$ cat src/rtl/mult16_seq_ctrl_pkg.sv
`default_nettype none
// ============================================================================
// mult16_seq_ctrl_pkg : shared state encoding and step constants
// Revision: 1.0
// ============================================================================
package mult16_seq_ctrl_pkg;

  typedef enum logic [1:0] {
    ST_IDLE = 2'd0,
    ST_MUL  = 2'd1,
    ST_DONE = 2'd2
  } state_e;

  // Bit 0 of the step picks the high byte of a, bit 1 the high byte of b.
  localparam logic [1:0] STEP_LL = 2'd0;
  localparam logic [1:0] STEP_HL = 2'd1;
  localparam logic [1:0] STEP_LH = 2'd2;
  localparam logic [1:0] STEP_HH = 2'd3;

  function automatic logic [7:0] byte_sel(input logic [15:0] v, input logic hi);
    return hi ? v[15:8] : v[7:0];
  endfunction

endpackage
`default_nettype wire

$ cat src/rtl/mult16_seq_ctrl_if.sv
`default_nettype none
// ============================================================================
// mult16_seq_ctrl_if : operand/result handshakes, 8x8 core port and status
// Revision: 1.0
// ============================================================================
interface mult16_seq_ctrl_if #(
  parameter int CNT_W = 16
);
  logic             in_valid;
  logic             in_ready;
  logic [15:0]      in_a;
  logic [15:0]      in_b;
  logic             out_valid;
  logic             out_ready;
  logic [31:0]      out_p;
  logic [7:0]       mul_a;
  logic [7:0]       mul_b;
  logic [15:0]      mul_p;
  logic             busy;
  logic [CNT_W-1:0] ops_done;

  modport slave (
    input  in_valid, in_a, in_b, out_ready, mul_p,
    output in_ready, out_valid, out_p, mul_a, mul_b, busy, ops_done
  );

  modport master (
    output in_valid, in_a, in_b, out_ready, mul_p,
    input  in_ready, out_valid, out_p, mul_a, mul_b, busy, ops_done
  );
endinterface
`default_nettype wire

$ cat src/rtl/mult16_seq_ctrl_acc.sv
`default_nettype none
// ============================================================================
// mult16_seq_ctrl_acc : operand byte muxes and 32-bit shift-accumulator
// Revision: 1.0
// ============================================================================
module mult16_seq_ctrl_acc
  import mult16_seq_ctrl_pkg::*;
(
  input  wire logic        clk,
  input  wire logic        rst_n,
  input  wire logic [15:0] a_i,
  input  wire logic [15:0] b_i,
  input  wire logic [1:0]  step_i,
  input  wire logic        en_i,
  input  wire logic        clr_i,
  input  wire logic [15:0] mul_p_i,
  output logic [7:0]       mul_a_o,
  output logic [7:0]       mul_b_o,
  output logic [31:0]      acc_o
);

  logic [31:0] acc_q;
  logic [31:0] acc_d;
  logic [31:0] w_term;

  // Core inputs are parked at zero when no pass is running.
  always_comb begin
    mul_a_o = 8'h00;
    mul_b_o = 8'h00;
    if (en_i) begin
      mul_a_o = byte_sel(a_i, step_i[0]);
      mul_b_o = byte_sel(b_i, step_i[1]);
    end
  end

  always_comb begin
    w_term = {16'h0000, mul_p_i};
    case (step_i)
      STEP_LL:          w_term = {16'h0000, mul_p_i};
      STEP_HL, STEP_LH: w_term = {8'h00, mul_p_i, 8'h00};
      STEP_HH:          w_term = {mul_p_i, 16'h0000};
      default:          w_term = {16'h0000, mul_p_i};
    endcase
  end

  always_comb begin
    acc_d = acc_q;
    if (clr_i) begin
      acc_d = 32'h0000_0000;
    end else if (en_i) begin
      acc_d = (step_i == STEP_LL) ? w_term : (acc_q + w_term);
    end
  end

  always_ff @(posedge clk or negedge rst_n) begin
    if (!rst_n) begin
      acc_q <= 32'h0000_0000;
    end else begin
      acc_q <= acc_d;
    end
  end

  assign acc_o = acc_q;

endmodule
`default_nettype wire

$ cat src/rtl/mult16_seq_ctrl.sv
`default_nettype none
// ============================================================================
// mult16_seq_ctrl : 16x16 unsigned multiply in four passes over a shared 8x8 core
// Revision: 1.0
// ============================================================================
module mult16_seq_ctrl
  import mult16_seq_ctrl_pkg::*;
#(
  parameter int SKIP_ZERO = 1,
  parameter int CNT_W     = 16
) (
  input  wire logic        clk,
  input  wire logic        rst_n,
  mult16_seq_ctrl_if.slave bus
);

  state_e           state_q;
  state_e           state_d;
  logic [1:0]       step_q;
  logic [1:0]       step_d;
  logic [15:0]      a_q;
  logic [15:0]      a_d;
  logic [15:0]      b_q;
  logic [15:0]      b_d;
  logic [CNT_W-1:0] cnt_q;
  logic [CNT_W-1:0] cnt_d;

  logic             w_in_ready;
  logic             w_accept;
  logic             w_zero_op;
  logic             w_acc_clr;
  logic             w_acc_en;
  logic [31:0]      w_acc;

  // rst_n gates in_ready so nothing can be accepted while reset is held.
  assign w_in_ready = rst_n & ((state_q == ST_IDLE) |
                               ((state_q == ST_DONE) & bus.out_ready));
  assign w_accept   = bus.in_valid & w_in_ready;
  assign w_zero_op  = (SKIP_ZERO != 0) & ((bus.in_a == 16'h0000) | (bus.in_b == 16'h0000));
  assign w_acc_en   = (state_q == ST_MUL);

  always_comb begin
    state_d   = state_q;
    step_d    = step_q;
    a_d       = a_q;
    b_d       = b_q;
    cnt_d     = cnt_q;
    w_acc_clr = 1'b0;

    case (state_q)
      ST_IDLE: begin
        state_d = ST_IDLE;
      end
      ST_MUL: begin
        step_d = step_q + 2'd1;
        if (step_q == STEP_HH) begin
          state_d = ST_DONE;
        end
      end
      ST_DONE: begin
        if (bus.out_ready) begin
          cnt_d   = cnt_q + 1'b1;
          state_d = ST_IDLE;
        end
      end
      default: begin
        state_d = ST_IDLE;
      end
    endcase

    // An accept in DONE overrides the fall back to IDLE: no bubble between results.
    if (w_accept) begin
      a_d       = bus.in_a;
      b_d       = bus.in_b;
      step_d    = STEP_LL;
      w_acc_clr = 1'b1;
      state_d   = w_zero_op ? ST_DONE : ST_MUL;
    end
  end

  always_ff @(posedge clk or negedge rst_n) begin
    if (!rst_n) begin
      state_q <= ST_IDLE;
      step_q  <= STEP_LL;
      a_q     <= 16'h0000;
      b_q     <= 16'h0000;
      cnt_q   <= '0;
    end else begin
      state_q <= state_d;
      step_q  <= step_d;
      a_q     <= a_d;
      b_q     <= b_d;
      cnt_q   <= cnt_d;
    end
  end

  mult16_seq_ctrl_acc u_acc (
    .clk     (clk),
    .rst_n   (rst_n),
    .a_i     (a_q),
    .b_i     (b_q),
    .step_i  (step_q),
    .en_i    (w_acc_en),
    .clr_i   (w_acc_clr),
    .mul_p_i (bus.mul_p),
    .mul_a_o (bus.mul_a),
    .mul_b_o (bus.mul_b),
    .acc_o   (w_acc)
  );

  assign bus.in_ready  = w_in_ready;
  assign bus.out_valid = (state_q == ST_DONE);
  assign bus.out_p     = (state_q == ST_DONE) ? w_acc : 32'h0000_0000;
  assign bus.busy      = (state_q == ST_MUL);
  assign bus.ops_done  = cnt_q;

endmodule
`default_nettype wire

$ cat src/flat_wrapper.sv
// flat-port wrapper written by rule: the top's interface ports become plain ports
module mult16_seq_ctrl_flat import mult16_seq_ctrl_pkg::*;
#(
  parameter int SKIP_ZERO = 1,
  parameter int CNT_W     = 16
)
  (clk, rst_n, bus_in_valid, bus_in_a, bus_in_b, bus_out_ready, bus_mul_p, bus_in_ready, bus_out_valid, bus_out_p, bus_mul_a, bus_mul_b, bus_busy, bus_ops_done);
  mult16_seq_ctrl_if #(.CNT_W(CNT_W)) bus_i ();
  input  wire logic clk;
  input  wire logic rst_n;
  input wire logic [$bits(bus_i.in_valid)-1:0] bus_in_valid;
  input wire logic [$bits(bus_i.in_a)-1:0] bus_in_a;
  input wire logic [$bits(bus_i.in_b)-1:0] bus_in_b;
  input wire logic [$bits(bus_i.out_ready)-1:0] bus_out_ready;
  input wire logic [$bits(bus_i.mul_p)-1:0] bus_mul_p;
  output wire logic [$bits(bus_i.in_ready)-1:0] bus_in_ready;
  output wire logic [$bits(bus_i.out_valid)-1:0] bus_out_valid;
  output wire logic [$bits(bus_i.out_p)-1:0] bus_out_p;
  output wire logic [$bits(bus_i.mul_a)-1:0] bus_mul_a;
  output wire logic [$bits(bus_i.mul_b)-1:0] bus_mul_b;
  output wire logic [$bits(bus_i.busy)-1:0] bus_busy;
  output wire logic [$bits(bus_i.ops_done)-1:0] bus_ops_done;
  assign bus_i.in_valid = bus_in_valid;
  assign bus_i.in_a = bus_in_a;
  assign bus_i.in_b = bus_in_b;
  assign bus_i.out_ready = bus_out_ready;
  assign bus_i.mul_p = bus_mul_p;
  assign bus_in_ready = bus_i.in_ready;
  assign bus_out_valid = bus_i.out_valid;
  assign bus_out_p = bus_i.out_p;
  assign bus_mul_a = bus_i.mul_a;
  assign bus_mul_b = bus_i.mul_b;
  assign bus_busy = bus_i.busy;
  assign bus_ops_done = bus_i.ops_done;
  mult16_seq_ctrl #(.SKIP_ZERO(SKIP_ZERO), .CNT_W(CNT_W)) u_core (.clk(clk), .rst_n(rst_n), .bus(bus_i));
endmodule
$ cat config.mk
export PLATFORM = sky130hd
export DESIGN_NAME = mult16_seq_ctrl_flat
export DESIGN_NICKNAME = d
export VERILOG_FILES = /design/src/rtl/mult16_seq_ctrl_pkg.sv /design/src/rtl/mult16_seq_ctrl_if.sv /design/src/rtl/mult16_seq_ctrl_acc.sv /design/src/rtl/mult16_seq_ctrl.sv /design/src/flat_wrapper.sv
export SDC_FILE = /design/constraint.sdc
export NUM_CORES = 1
export LEC_CHECK = 0
export ABC_AREA = 1
export BUFFER_PORTS_ARGS = -buffer_cell sky130_fd_sc_hd__buf_4
export CAP_MARGIN = 20
export CORE_ASPECT_RATIO = 1.1
export CORE_MARGIN = 2
export CORE_UTILIZATION = 40
export DETAILED_ROUTE_END_ITERATION = 8
export SYNTH_ARGS = -nofsm -noshare
export SYNTH_HDL_FRONTEND = slang
export SYNTH_SLANG_ARGS = --single-unit
$ cat constraint.sdc
create_clock -name clk -period 9 [get_ports clk]
set_input_delay 0.45 -clock clk [delete_from_list [all_inputs] [get_ports clk]]
set_output_delay 0.45 -clock clk [all_outputs]
set_load 0.01 [all_outputs]
==> results.md, run 1 <==
Synthesis:
- The synthesized design contains between 80 and 90 register bits.
- Counting every instance in the synthesized netlist gives ~1,000.
- The number of synthesized flops with an enable pin is 0.
- The top-area cell type share of the netlist area is 0.313.
- For this run, the number of Yosys warnings is 0.
- In the synthesized netlist the async set-or-reset flop fraction comes to 1.00.
- Synthesis produced a netlist with a net count of 1,112.
- The cell area after synthesis is between 6000 and 7000 um2.
- Sorting the synthesized cells by area gives the leading types as sky130_fd_sc_hd__dfrtp_1 31%, sky130_fd_sc_hd__nand2_1 18%, sky130_fd_sc_hd__inv_1 8.0%, sky130_fd_sc_hd__nand3_1 5.4%, sky130_fd_sc_hd__ha_1 5.2%.
- Averaged over all synthesized cells, the footprint is 6.52 um2.
- The most area-hungry cell type in the Yosys netlist is sky130_fd_sc_hd__dfrtp_1.
- The sequential-to-total area share from yosys stat is 0.313.
- The dominant synthesized flop cell is sky130_fd_sc_hd__dfrtp_1.
- The synthesized netlist contains 46 unique library cells.

Clock network:
- The H-tree depth is 3.
- Gates resized during post-CTS repair numbered 0.
- The clock slew seen by the registers of the worst setup and hold paths is 0.07 ns.
- In this run the deepest clock path goes through 2 buffers.
- Clock tree synthesis found a total of 84 sinks.
- TritonCTS built the clock tree.
- The number of buffers inserted during clock tree synthesis is 9.
- At the later pin of the worst-skew pair, clock insertion delay measures approximately 0.36 ns.
- The cell at the root of the clock tree is sky130_fd_sc_hd__clkbuf_16.

Placed design:
- The post-place instance area is 7720 um2.
- The global placer's final weighted congestion is ~0.95.
- The number of buffer cells added on primary ports is 118.
- Detailed placement ended at an HPWL of about 16,000 um.

Timing:
- At the pin with the least slew margin, the transition time is roughly 1 ns.
- The achievable clock frequency is between 200 and 300 MHz.
- Of the available clock period, the critical path in the final layout requires 0.425.
- Setup repair after global routing left no endpoint under its margin.
- The worst slew margin relative to its limit is 0.325.
- The sum of negative setup slack is 0 ns.
- The number of endpoints with negative hold slack in the final report was 0.
- Clock skew on the completed layout was measured at 0.0126 ns.
- Setup violations remaining at the end of the flow were counted as 0.
- Counting I/O delays and the setup requirement, the final critical path takes approximately 3.8 ns.
- The max-slew violation count is 0.

Routing:
- The detailed router put a total of roughly 9400 um of wire on met1.
- After detailed routing, the met2 layer carries between 9000 and 10,000 um of wire.
- After the first detailed-routing iteration, the DRC count stood at roughly 470.
- The post-detailed-route DRC marker count is 0.
- Summing over every cut layer, the via total after detailed routing is between 6,000 and 7,000.
- The number of detailed-routing iterations run before antenna repair is 5.
- The average vias per placed instance is around 5.
- The sum of met3 wire segment lengths after detailed routing is between 1000 and 1500 um.
- The number of routed nets with antenna violations is 0.
- The final routed wirelength across all metal layers is 20,700 um.
- The highest layer used for signal routing is met4.
- Dividing the detail-routed wire length by the instance count gives about 15 um.

Final layout:
- The register area is around 2100 um2.
- The commonest non-fill, non-tap cell in the layout is sky130_fd_sc_hd__nand2_1.
- In the final layout, the share of cells above drive strength 1 is 0.162.
- The fill cell instance count of the final layout is between 1,500 and 2,000.
- The total non-filler cell area in the finished layout is between 8000 and 9000 um2.
- The growth of design area from synthesis to finish is 19.9%.
- The number of diodes is 0.
- The footprint of the multi-input gates is between 3000 and 4000 um2.
- Leaving out fill and tap cells, the most frequent cells in the layout are 327 x sky130_fd_sc_hd__nand2_1, 144 x sky130_fd_sc_hd__inv_1, 122 x sky130_fd_sc_hd__buf_4.
- The net count reported at finish is between 1,000 and 1,500.

Floorplanning:
- The area of the core region is roughly 16,000 um2.
- For this configuration, the core starts out at a cell density of 0.409.
- The count of standard-cell rows is just under 50.
- From bottom edge to top edge, the die measures 140 um.
- The die extent in x is around 130 um.
- The die area is 17,900 um2.
- ~120 I/O pins were placed.

Setup path:
- The data required time at the worst endpoint is 9.20 ns.
- The maximum fanout encountered on the critical timing path is 17.
- The worst setup path is launched from a register.
- The sum of buffers and inverters on the critical path is 4.
- The worst setup path is of the register to register kind.
- The arrival time of data at the critical path endpoint is ~4.0 ns.
- Broken down by cell family, the worst path's largest delay share belongs to adder cells.
- The critical path goes through inv_1 > ha_1 > nand2_1 > inv_1 > ha_1 > inv_1 > fa_1 > inv_1 > nand3_1 > nand3_1 > nand3_1 > nand3_1 > nand2_1 > nor2_1 > nor2_1 > nand2_1 > nand2_1 > o21ai_1 > o21ai_1.
- In this design, the stage delay of the slowest critical-path cell is about 0.76 ns.
- The library cell contributing the largest single delay on the critical path is sky130_fd_sc_hd__ha_1.
- The capturing element type of the critical path is a register.

Status:
- The flow ran to the end, and the final reports show no timing, DRC or antenna violations.

GRT:
- Entering global routing, the biggest net connects 68 pins.
- The number of global-route vias before repair was 6,648.
- The number of antenna violations at the first check in global routing is 0.
- The global-route total usage across every layer is 0.236.
- The global-route wire length before repair is 33,300 um.
- The total global routing overflow is 0.

Pwr:
- Dividing total power by cell area gives a power density of around 310 nW/um2.
- IR analysis of the VDD net gives a maximum drop of around 0.00015 V.
- The static leakage power is ~4.4 nW.

Hold path:
- The tightest min-delay check is of the input port to register type.

Job:
- Across the run, the number of max-cap violations was 0.
[cell families after synthesis]
family	count (synthesis)	synth area share
simple gates	539	0.346
buf+inv	189	0.114
compound gates	156	0.124
flops	84	0.313
fa+ha+maj	29	0.0551
xor+xnor	26	0.0339
mux	8	0.0134
[what timing repair did]
| action | CTS | global route |
|---|---|---|
| hold endpoints to repair | 17 | 0 |
| setup buffers | 0 | 0 |
| hold buffers | 1 | 0 |
[final timing paths]
| check | start | cells after the start | slack [ns] | end |
|---|---|---|---|---|
| worst min register to register | u_core.b_q[4]$_DFFE_PN0P_ | 2 | 0.49 | u_core.b_q[4]$_DFFE_PN0P_ |
| worst max register to register | u_core.step_q[0]$_DFFE_PN0P_ | 19 | 5.17 | u_core.u_acc.acc_o[20]$_DFFE_PN0P_ |
| max in group asynchronous | rst_n | 3 | 7.25 | u_core.b_q[4]$_DFFE_PN0P_ |
| min in group asynchronous | rst_n | 2 | 0.52 | u_core.u_acc.acc_o[7]$_DFFE_PN0P_ |
| worst max-delay path | u_core.step_q[0]$_DFFE_PN0P_ | 19 | 5.17 | u_core.u_acc.acc_o[20]$_DFFE_PN0P_ |
| worst min-delay path | bus_in_a[6] | 2 | 0.34 | u_core.a_q[6]$_DFFE_PN0P_ |
[stage by stage]
| step | hold slack, ns | total power [mW] | instances | setup slack [ns] | util |
|---|---|---|---|---|---|
| floorplan | 0.154 | 1.65 | 1031 | 5.72 | - |
| global route | 0.337 | 2.71 | 1341 | 4.75 | 0.490 |
| CTS | 0.327 | 2.50 | 1341 | 5.16 | 0.490 |
| detailed placement | 0.368 | 2.05 | 1324 | 5.17 | 0.470 |
| global placement | 0.366 | 2.04 | 1324 | 5.29 | 0.470 |
| finish | 0.338 | 2.49 | 1341 | 5.17 | 0.490 |
[registers in the layout, indices dropped and copies added (netlist names)]
register	flops
u_core.step_q	2
u_core.bus.ops_done	16
u_core.state_q	2
u_core.b_q	16
u_core.a_q	16
u_core.u_acc.acc_o	32
[metal layers]
layer / up-vias / track usage
li1: 3485 / -
met1: 3209 / 0.312
met2: 183 / 0.387
met3: 31 / 0.0439
met4: 0 / 0.0856
met5: - / 0
[layout make-up]
cell class                 count  area share
clock inverter                 7      0.0134
timing repair buffer         123       0.115
clock buffer                   9      0.0279
multi-input combinational    758       0.478
inverter                     156      0.0736
tap                          204      0.0317
sequential                    84       0.261
[power by group]
part / leakage, nW / switching, mW / internal [mW] / total (mW)
logic: 3.18 / 0.942 / 0.480 / 1.42
clock network: 0.160 / 0.186 / 0.249 / 0.435
registers: 1.07 / 0.109 / 0.522 / 0.630
total: 4.42 / 1.24 / 1.25 / 2.49
[cell usage after synthesis (all sizes together) (5+ instances only)]
library cell	instances
a21oi	65
a31oi	6
buf	14
clkbuf	19
dfrtp	84
ha	28
inv	153
mux2	8
nand2	337
nand3	78
nand4	23
nor2	87
nor3	5
o21ai	72
xnor2	10
xor2	16
Power figures use the tool's default switching activity.
==> inputs of run 2 (changes only) <==
- clock period: 9 -> 3.5 ns (I/O delays scaled with it)
==> results.md, run 2 (synthesis results as in run 1) <==
Routing:
- The average vias per placed instance is 5.07 (-1.6%).
- The number of routed nets with antenna violations was 0 (unchanged).
- The number of detailed-routing iterations run before antenna repair was 5 (unchanged).
- The post-detailed-route DRC marker count is 0 (unchanged).
- The final routed wirelength across all metal layers is 21,100 um (+2.1%).
- The average routed wire per standard cell is 15.6 um (+1.4%).
- The DRC violation total after the first TritonRoute iteration is 604 (+27%).
- The total vias in the final route is 6,845 (-0.91%).

Floorplanning:
- The die area was 17,900 um2 (unchanged).
- The count of standard-cell rows is 49 (unchanged).
- The area of the core region is 16,400 um2 (unchanged).
- The die extent in x is 128 um (unchanged).
- The I/O pin count is 119 (unchanged).
- The initial cell density of the core is 0.409 (unchanged).
- The vertical extent of the die was 140 um (unchanged).

Timing:
- The final number of setup-violating endpoints is 0 (unchanged).
- Setup repair after global routing left no endpoint under its margin.
- The number of endpoints with negative hold slack in the final report is 0 (unchanged).
- The measured slew at the worst slew-check pin is 0.881 ns (-0.130 ns).
- The achievable clock frequency was 312 MHz (+19%).
- The post-layout minimum cycle time is 3.21 ns (-0.621 ns).
- The max-slew violation count is 0 (unchanged).
- The sum of negative setup slack was 0 ns (unchanged).
- The ratio of final minimum period to clock period came to 0.917 (+0.491).
- The largest clock skew in the final design is 0.0117 ns (-0.000966 ns).
- The worst slew margin relative to its limit is 0.413 (+0.0884).

Setup path:
- The data required time at the worst endpoint came to 3.75 ns (-5.45 ns).
- The maximum fanout encountered on the critical timing path is 11 (-6).
- The worst setup path is launched from a register.
- The capturing element type of the critical path is a register.
- The critical path start-end classification is register to register.
- The arrival time of data at the critical path endpoint was 3.46 ns (-0.57 ns).

Clock network:
- The CTS sink count was 84 (unchanged).
- The deepest clock path buffer count is 2 (unchanged).
- The number of buffers inserted during clock tree synthesis is 9 (unchanged).
- TritonCTS built the clock tree.
- The H-tree depth was 3 (unchanged).
- The clock network latency to the later pin of the worst-skew pair is 0.36 ns (about the same).
- The clock slew seen by the registers of the worst setup and hold paths came to 0.07 ns (about the same).
- In this run the clock root is driven by a sky130_fd_sc_hd__clkbuf_16.

GRT:
- The number of antenna violations at the first check in global routing came to 0 (unchanged).
- The global-route total usage across every layer came to 0.240 (+0.00313).
- The number of global-route vias before repair is 6,450 (-3.0%).
- The total global routing overflow is 0 (unchanged).
- The pin count of the biggest net entering global routing is 68 (unchanged).
- The global-route wire length before repair came to 33,700 um (+1.3%).

Pwr:
- The peak supply drop came to 0.000374 V (+140%).
- The clock power share was 0.161 (-0.014).
- The static leakage power is 4.44 nW (+0.66%).
- The fraction of power consumed by combinational cells is 0.589 (+0.017).
- The relative contribution of sequential cells to total power was 0.250 (-0.003).
- The internal cell power is 3.22 mW (+160%).
- The net switching share of the total power came to 0.501 (+0.00373).
- The power density over the cells was 796 nW/um2 (+160%).
- The net load switching power is 3.23 mW (+160%).

Placed design:
- The global placer's final weighted congestion is 0.988 (+4.5%).
- The detailed-placement wirelength estimate is 16,100 um (+2.3%).
- The number of buffer cells added on primary ports is 118 (unchanged).

Status:
- The flow ran to the end, and the final reports show no timing, DRC or antenna violations.

Final layout:
- In the layout the commonest cells are 327 x sky130_fd_sc_hd__nand2_1, 144 x sky130_fd_sc_hd__inv_1, 131 x sky130_fd_sc_hd__buf_4.
- The register area is 2100 um2 (about the same).
- The core occupancy in the finished layout came to 0.493 (+0.00267).
- The fill cell instance count of the final layout is 1,728 (-2.8%).
- The growth of design area from synthesis to finish is 20.6%.
- The commonest non-fill, non-tap cell in the layout is sky130_fd_sc_hd__nand2_1.
- The proportion of layout cells with a drive suffix above 1 is 0.170 (+0.00833).
- The number of flip-flops under the largest register name was 32 (unchanged).
- The footprint of the multi-input gates was 3850 um2 (about the same).
- The net count reported at finish is 1,222 (+0.74%).
- The number of diodes is 0 (unchanged).

Hold path:
- In this run the worst hold path is classified as input port to register.

Job:
- The max-capacitance violation count is 0 (unchanged).
[run 2: worst max-delay path: stages (launching register included)]
cell and delay, ns:
sky130_fd_sc_hd__dfrtp_2 0.48, sky130_fd_sc_hd__inv_1 0.11, sky130_fd_sc_hd__ha_2 0.34, sky130_fd_sc_hd__buf_4 0.20, sky130_fd_sc_hd__nand3_1 0.07, sky130_fd_sc_hd__o21ai_0 0.18, sky130_fd_sc_hd__ha_1 0.43, sky130_fd_sc_hd__nand2_1 0.09
sky130_fd_sc_hd__nor2_1 0.16, sky130_fd_sc_hd__and3_1 0.17, sky130_fd_sc_hd__nand2_1 0.06, sky130_fd_sc_hd__nand2_1 0.19, sky130_fd_sc_hd__nand2_1 0.13, sky130_fd_sc_hd__nand2_1 0.13, sky130_fd_sc_hd__nand2_1 0.08, sky130_fd_sc_hd__nand3_1 0.09
sky130_fd_sc_hd__nand3_1 0.08, sky130_fd_sc_hd__nand2_1 0.08, sky130_fd_sc_hd__nand2_1 0.04
[run 2: stage by stage]
step	cells	hold slack [ns]	area [um2]	total power, mW	worst slack [ns]
6_report	1350	0.0668	8100	6.45	0.292
3_5_place_dp	1332	0.0928	7780	5.37	0.161
2_1_floorplan	1031	-0.121	6720	4.23	0.221
4_1_cts	1349	0.0596	8090	6.43	0.145
3_3_place_gp	1332	0.0915	7780	5.35	0.190
5_1_grt	1350	0.0618	8100	7.04	0.0126
[run 2: routing by layer]
| layer | global-route usage | share of wire | wire length, um |
|---|---|---|---|
| met1 | 0.334 | 0.46 | 9760 |
| met2 | 0.379 | 0.45 | 9480 |
| met3 | 0.0355 | 0.063 | 1330 |
| met4 | 0.0833 | 0.025 | 519 |
| met5 | 0 | 0 | 0 |
[run 2: layout make-up]
type                    count  share of cell area
multi-input cells         758               0.475
repair buffers            132               0.123
clock inverters             7             0.00988
well taps                 204              0.0315
clock buffers               9              0.0278
flip-flops and latches     84               0.260
inverters                 156              0.0732
[run 2: power by group through the flow]
stage | Combinational [mW] | Sequential, mW | Clock (mW)
detailed placement | 3.75 | 1.62 | 0
global route | 4.28 | 1.66 | 1.09
floorplan | 2.68 | 1.55 | 0
global placement | 3.73 | 1.62 | 0
CTS | 3.76 | 1.61 | 1.06
finish | 3.80 | 1.61 | 1.04
[run 2: final timing paths]
check | start | endpoint | slack (ns) | depth (start not counted)
worst max-delay path | u_core.step_q[0]$_DFFE_PN0P_ | u_core.u_acc.acc_o[27]$_DFFE_PN0P_ | 0.29 | 18
worst min-delay path | bus_in_a[6] | u_core.a_q[6]$_DFFE_PN0P_ | 0.07 | 2
worst max register to register | u_core.step_q[0]$_DFFE_PN0P_ | u_core.u_acc.acc_o[27]$_DFFE_PN0P_ | 0.29 | 18
worst min register to register | u_core.u_acc.acc_o[31]$_DFFE_PN0P_ | u_core.u_acc.acc_o[31]$_DFFE_PN0P_ | 0.48 | 2
max in group asynchronous | rst_n | u_core.step_q[0]$_DFFE_PN0P_ | 2.02 | 3
min in group asynchronous | rst_n | u_core.u_acc.acc_o[7]$_DFFE_PN0P_ | 0.24 | 2
[run 2: timing repair]
item | in CTS | in global routing
resized for setup | 0 | 2
buffers inserted | 0 | 1
setup endpoints to repair | 0 | 8
hold buffers | 1 | 0
hold endpoints to repair | 17 | 0
==> inputs of run 3 (changes only) <==
- CELL_PAD_IN_SITES_DETAIL_PLACEMENT: not set -> 1
- CELL_PAD_IN_SITES_GLOBAL_PLACEMENT: not set -> 2
- CORE_UTILIZATION: 40 -> 28
- PLACE_DENSITY_LB_ADDON: not set -> 0.1
==> results.md, run 3 (synthesis results as in run 1) <==
Timing:
- The max-slew violation count came to 0 (unchanged).
- The ratio of final minimum period to clock period was 0.914 (-0.00240).
- The sum of negative setup slack is 0 ns (unchanged).
- The measured slew at the worst slew-check pin is 0.861 ns (-0.0194 ns).
- The achievable clock frequency is 313 MHz (+0.26%).
- The post-layout minimum cycle time was 3.20 ns (-0.00840 ns).
- The final number of setup-violating endpoints is 0 (unchanged).
- The worst slew margin relative to its limit is 0.418 (+0.00540).
- The number of endpoints with negative hold slack in the final report is 0 (unchanged).
- Setup repair after global routing left no endpoint under its margin.
- The largest clock skew in the final design is 0.0167 ns (+0.00505 ns).

Floorplanning:
- The die area is 25,300 um2 (+41%).
- The die extent in x is 152 um (+19%).
- The initial cell density of the core is 0.284 (-0.125).
- The I/O pin count came to 119 (unchanged).
- The count of standard-cell rows was 59 (+20%).
- The area of the core region was 23,600 um2 (+44%).
- The vertical extent of the die is 166 um (+19%).

Setup path:
- STA classifies the critical path startpoint as a register.
- STA classifies the critical path endpoint as a register.
- The data required time at the worst endpoint is 3.75 ns (about the same).
- The cell depth of the worst flop-to-flop path was 16 (-2).
- The critical path start-end classification is register to register.
- The arrival time of data at the critical path endpoint came to 3.45 ns (about the same).
- The maximum fanout encountered on the critical timing path came to 27 (+16).

Final layout:
- The proportion of layout cells with a drive suffix above 1 is 0.169 (-0.000873).
- The number of diodes is 0 (unchanged).
- The growth of design area from synthesis to finish is 22.4%.
- The commonest non-fill, non-tap cell in the layout is sky130_fd_sc_hd__nand2_1.
- The top cell types in the final layout, fill and taps aside, are 326 x sky130_fd_sc_hd__nand2_1, 144 x sky130_fd_sc_hd__inv_1, 131 x sky130_fd_sc_hd__buf_4.
- The net count reported at finish is 1,222 (unchanged).
- The number of flip-flops under the largest register name was 32 (unchanged).
- The total non-filler cell area in the finished layout is 8230 um2 (+1.5%).

Clock network:
- The clock slew seen by the registers of the worst setup and hold paths came to 0.08 ns (about the same).
- TritonCTS built the clock tree.
- The CTS sink count was 84 (unchanged).
- The clock network latency to the later pin of the worst-skew pair is 0.37 ns (about the same).
- The number of buffers inserted during clock tree synthesis is 9 (unchanged).
- The H-tree depth is 3 (unchanged).
- The number of instances resized during post-cts repair is 0 (unchanged).
- Clock tree synthesis selected as its root buffer the cell sky130_fd_sc_hd__clkbuf_16.
- The deepest clock path buffer count is 2 (unchanged).

Hold path:
- The type of the tightest min-delay check is input port to register.
- The number of cells on the worst hold path is 2 (unchanged).

GRT:
- The global-route total usage across every layer is 0.207 (-0.0325).
- The number of antenna violations at the first check in global routing came to 0 (unchanged).
- The total global routing overflow is 0 (unchanged).
- The pin count of the biggest net entering global routing is 58 (-15%).
- The global-route wire length before repair is 39,900 um (+18%).
- The number of global-route vias before repair came to 7,108 (+10%).

Routing:
- The routed metal-1 wirelength is 12,200 um (+25%).
- The average vias per placed instance came to 4.76 (-6.2%).
- The met2 routed wirelength is 11,900 um (+25%).
- The number of routed nets with antenna violations is 0 (unchanged).
- The DRC violation total after the first TritonRoute iteration was 252 (-58%).
- The sum of met3 wire segment lengths after detailed routing is 843 um (-36%).
- The average routed wire per standard cell is 17.4 um (+12%).
- The total vias in the final route is 6,900 (+0.80%).
- The post-detailed-route DRC marker count is 0 (unchanged).
- The final routed wirelength across all metal layers came to 25,300 um (+20%).
- The highest layer used for signal routing is met4.
- The number of detailed-routing iterations run before antenna repair is 4 (-1).

Job:
- The max-capacitance violation count is 0 (unchanged).

Placed design:
- The post-place instance area is 7910 um2 (+1.8%).
- The global placer's final weighted congestion came to 0.813 (-18%).
- The number of buffer cells added on primary ports is 118 (unchanged).
- The detailed-placement wirelength estimate is 20,100 um (+24%).

Pwr:
- The peak supply drop came to 0.000340 V (-9.0%).
- The overall power after layout is 6.59 mW (+2.1%).
- The power density over the cells was 801 nW/um2 (+0.58%).
- The static leakage power is 4.44 nW (about the same).

Status:
- The run finished with clean final reports.
## run 3: layout make-up
| cell class | instances | area (um2) |
|---|---|---|
| clock buffer | 9 | 225 |
| clock inverter | 7 | 77.6 |
| fill | 3043 | 15400 |
| inverter | 156 | 593 |
| multi-input combinational | 758 | 3850 |
| sequential | 84 | 2100 |
| tap | 305 | 382 |
| timing repair buffer | 132 | 993 |
## run 3: routing by layer
layer  up-vias  track usage
met5         -            0
met4         0       0.0556
met2       106        0.339
li1       3498            -
met1      3274        0.284
met3        22       0.0304
## run 3: final timing paths
path | start | endpoint | slack [ns]
max | u_core.step_q[0]$_DFFE_PN0P_ | u_core.u_acc.acc_o[20]$_DFFE_PN0P_ | 0.30
min | bus_in_a[3] | u_core.a_q[3]$_DFFE_PN0P_ | 0.06
max reg2reg | u_core.step_q[0]$_DFFE_PN0P_ | u_core.u_acc.acc_o[20]$_DFFE_PN0P_ | 0.30
min reg2reg | u_core.bus.ops_done[15]$_DFFE_PN0P_ | u_core.bus.ops_done[15]$_DFFE_PN0P_ | 0.48
max in group asynchronous | rst_n | u_core.u_acc.acc_o[21]$_DFFE_PN0P_ | 2.07
min in group asynchronous | rst_n | u_core.bus.ops_done[14]$_DFFE_PN0P_ | 0.27
## run 3: power breakdown
part / internal (mW) / switching, mW
combinational: 1.31 / 2.64
sequential: 1.34 / 0.260
clock: 0.509 / 0.526
total: 3.16 / 3.43
## run 3: worst max-delay path, cell delays in order (launching register included)
cell and delay, ns:
sky130_fd_sc_hd__dfrtp_1 0.38, sky130_fd_sc_hd__inv_1 0.08, sky130_fd_sc_hd__ha_1 0.42, sky130_fd_sc_hd__inv_8 0.07, sky130_fd_sc_hd__buf_4 0.25, sky130_fd_sc_hd__nand3_1 0.14
sky130_fd_sc_hd__nand2_1 0.07, sky130_fd_sc_hd__ha_1 0.40, sky130_fd_sc_hd__nand2_1 0.16, sky130_fd_sc_hd__o21ai_0 0.41, sky130_fd_sc_hd__nand3_1 0.13, sky130_fd_sc_hd__nand2_1 0.14
sky130_fd_sc_hd__nor2_1 0.07, sky130_fd_sc_hd__nand2_1 0.07, sky130_fd_sc_hd__nand2_1 0.05, sky130_fd_sc_hd__o21ai_1 0.16, sky130_fd_sc_hd__o21ai_1 0.08
## run 3: through the flow
step	instances	utilization	hold WS, ns	setup WS [ns]
after floorplan	1031	-	-0.121	0.221
after global placement	1434	0.335	0.136	0.314
after detailed placement	1434	0.335	0.136	0.298
after CTS	1451	0.348	0.0475	0.278
after global routing	1451	0.348	0.0616	0.0622
final	1451	0.348	0.0580	0.301
## run 3: repair_timing
action | 4_1_cts | 5_1_grt
hold endpoints to repair | 27 | 0
hold buffers | 1 | 0
setup buffers | 0 | 0
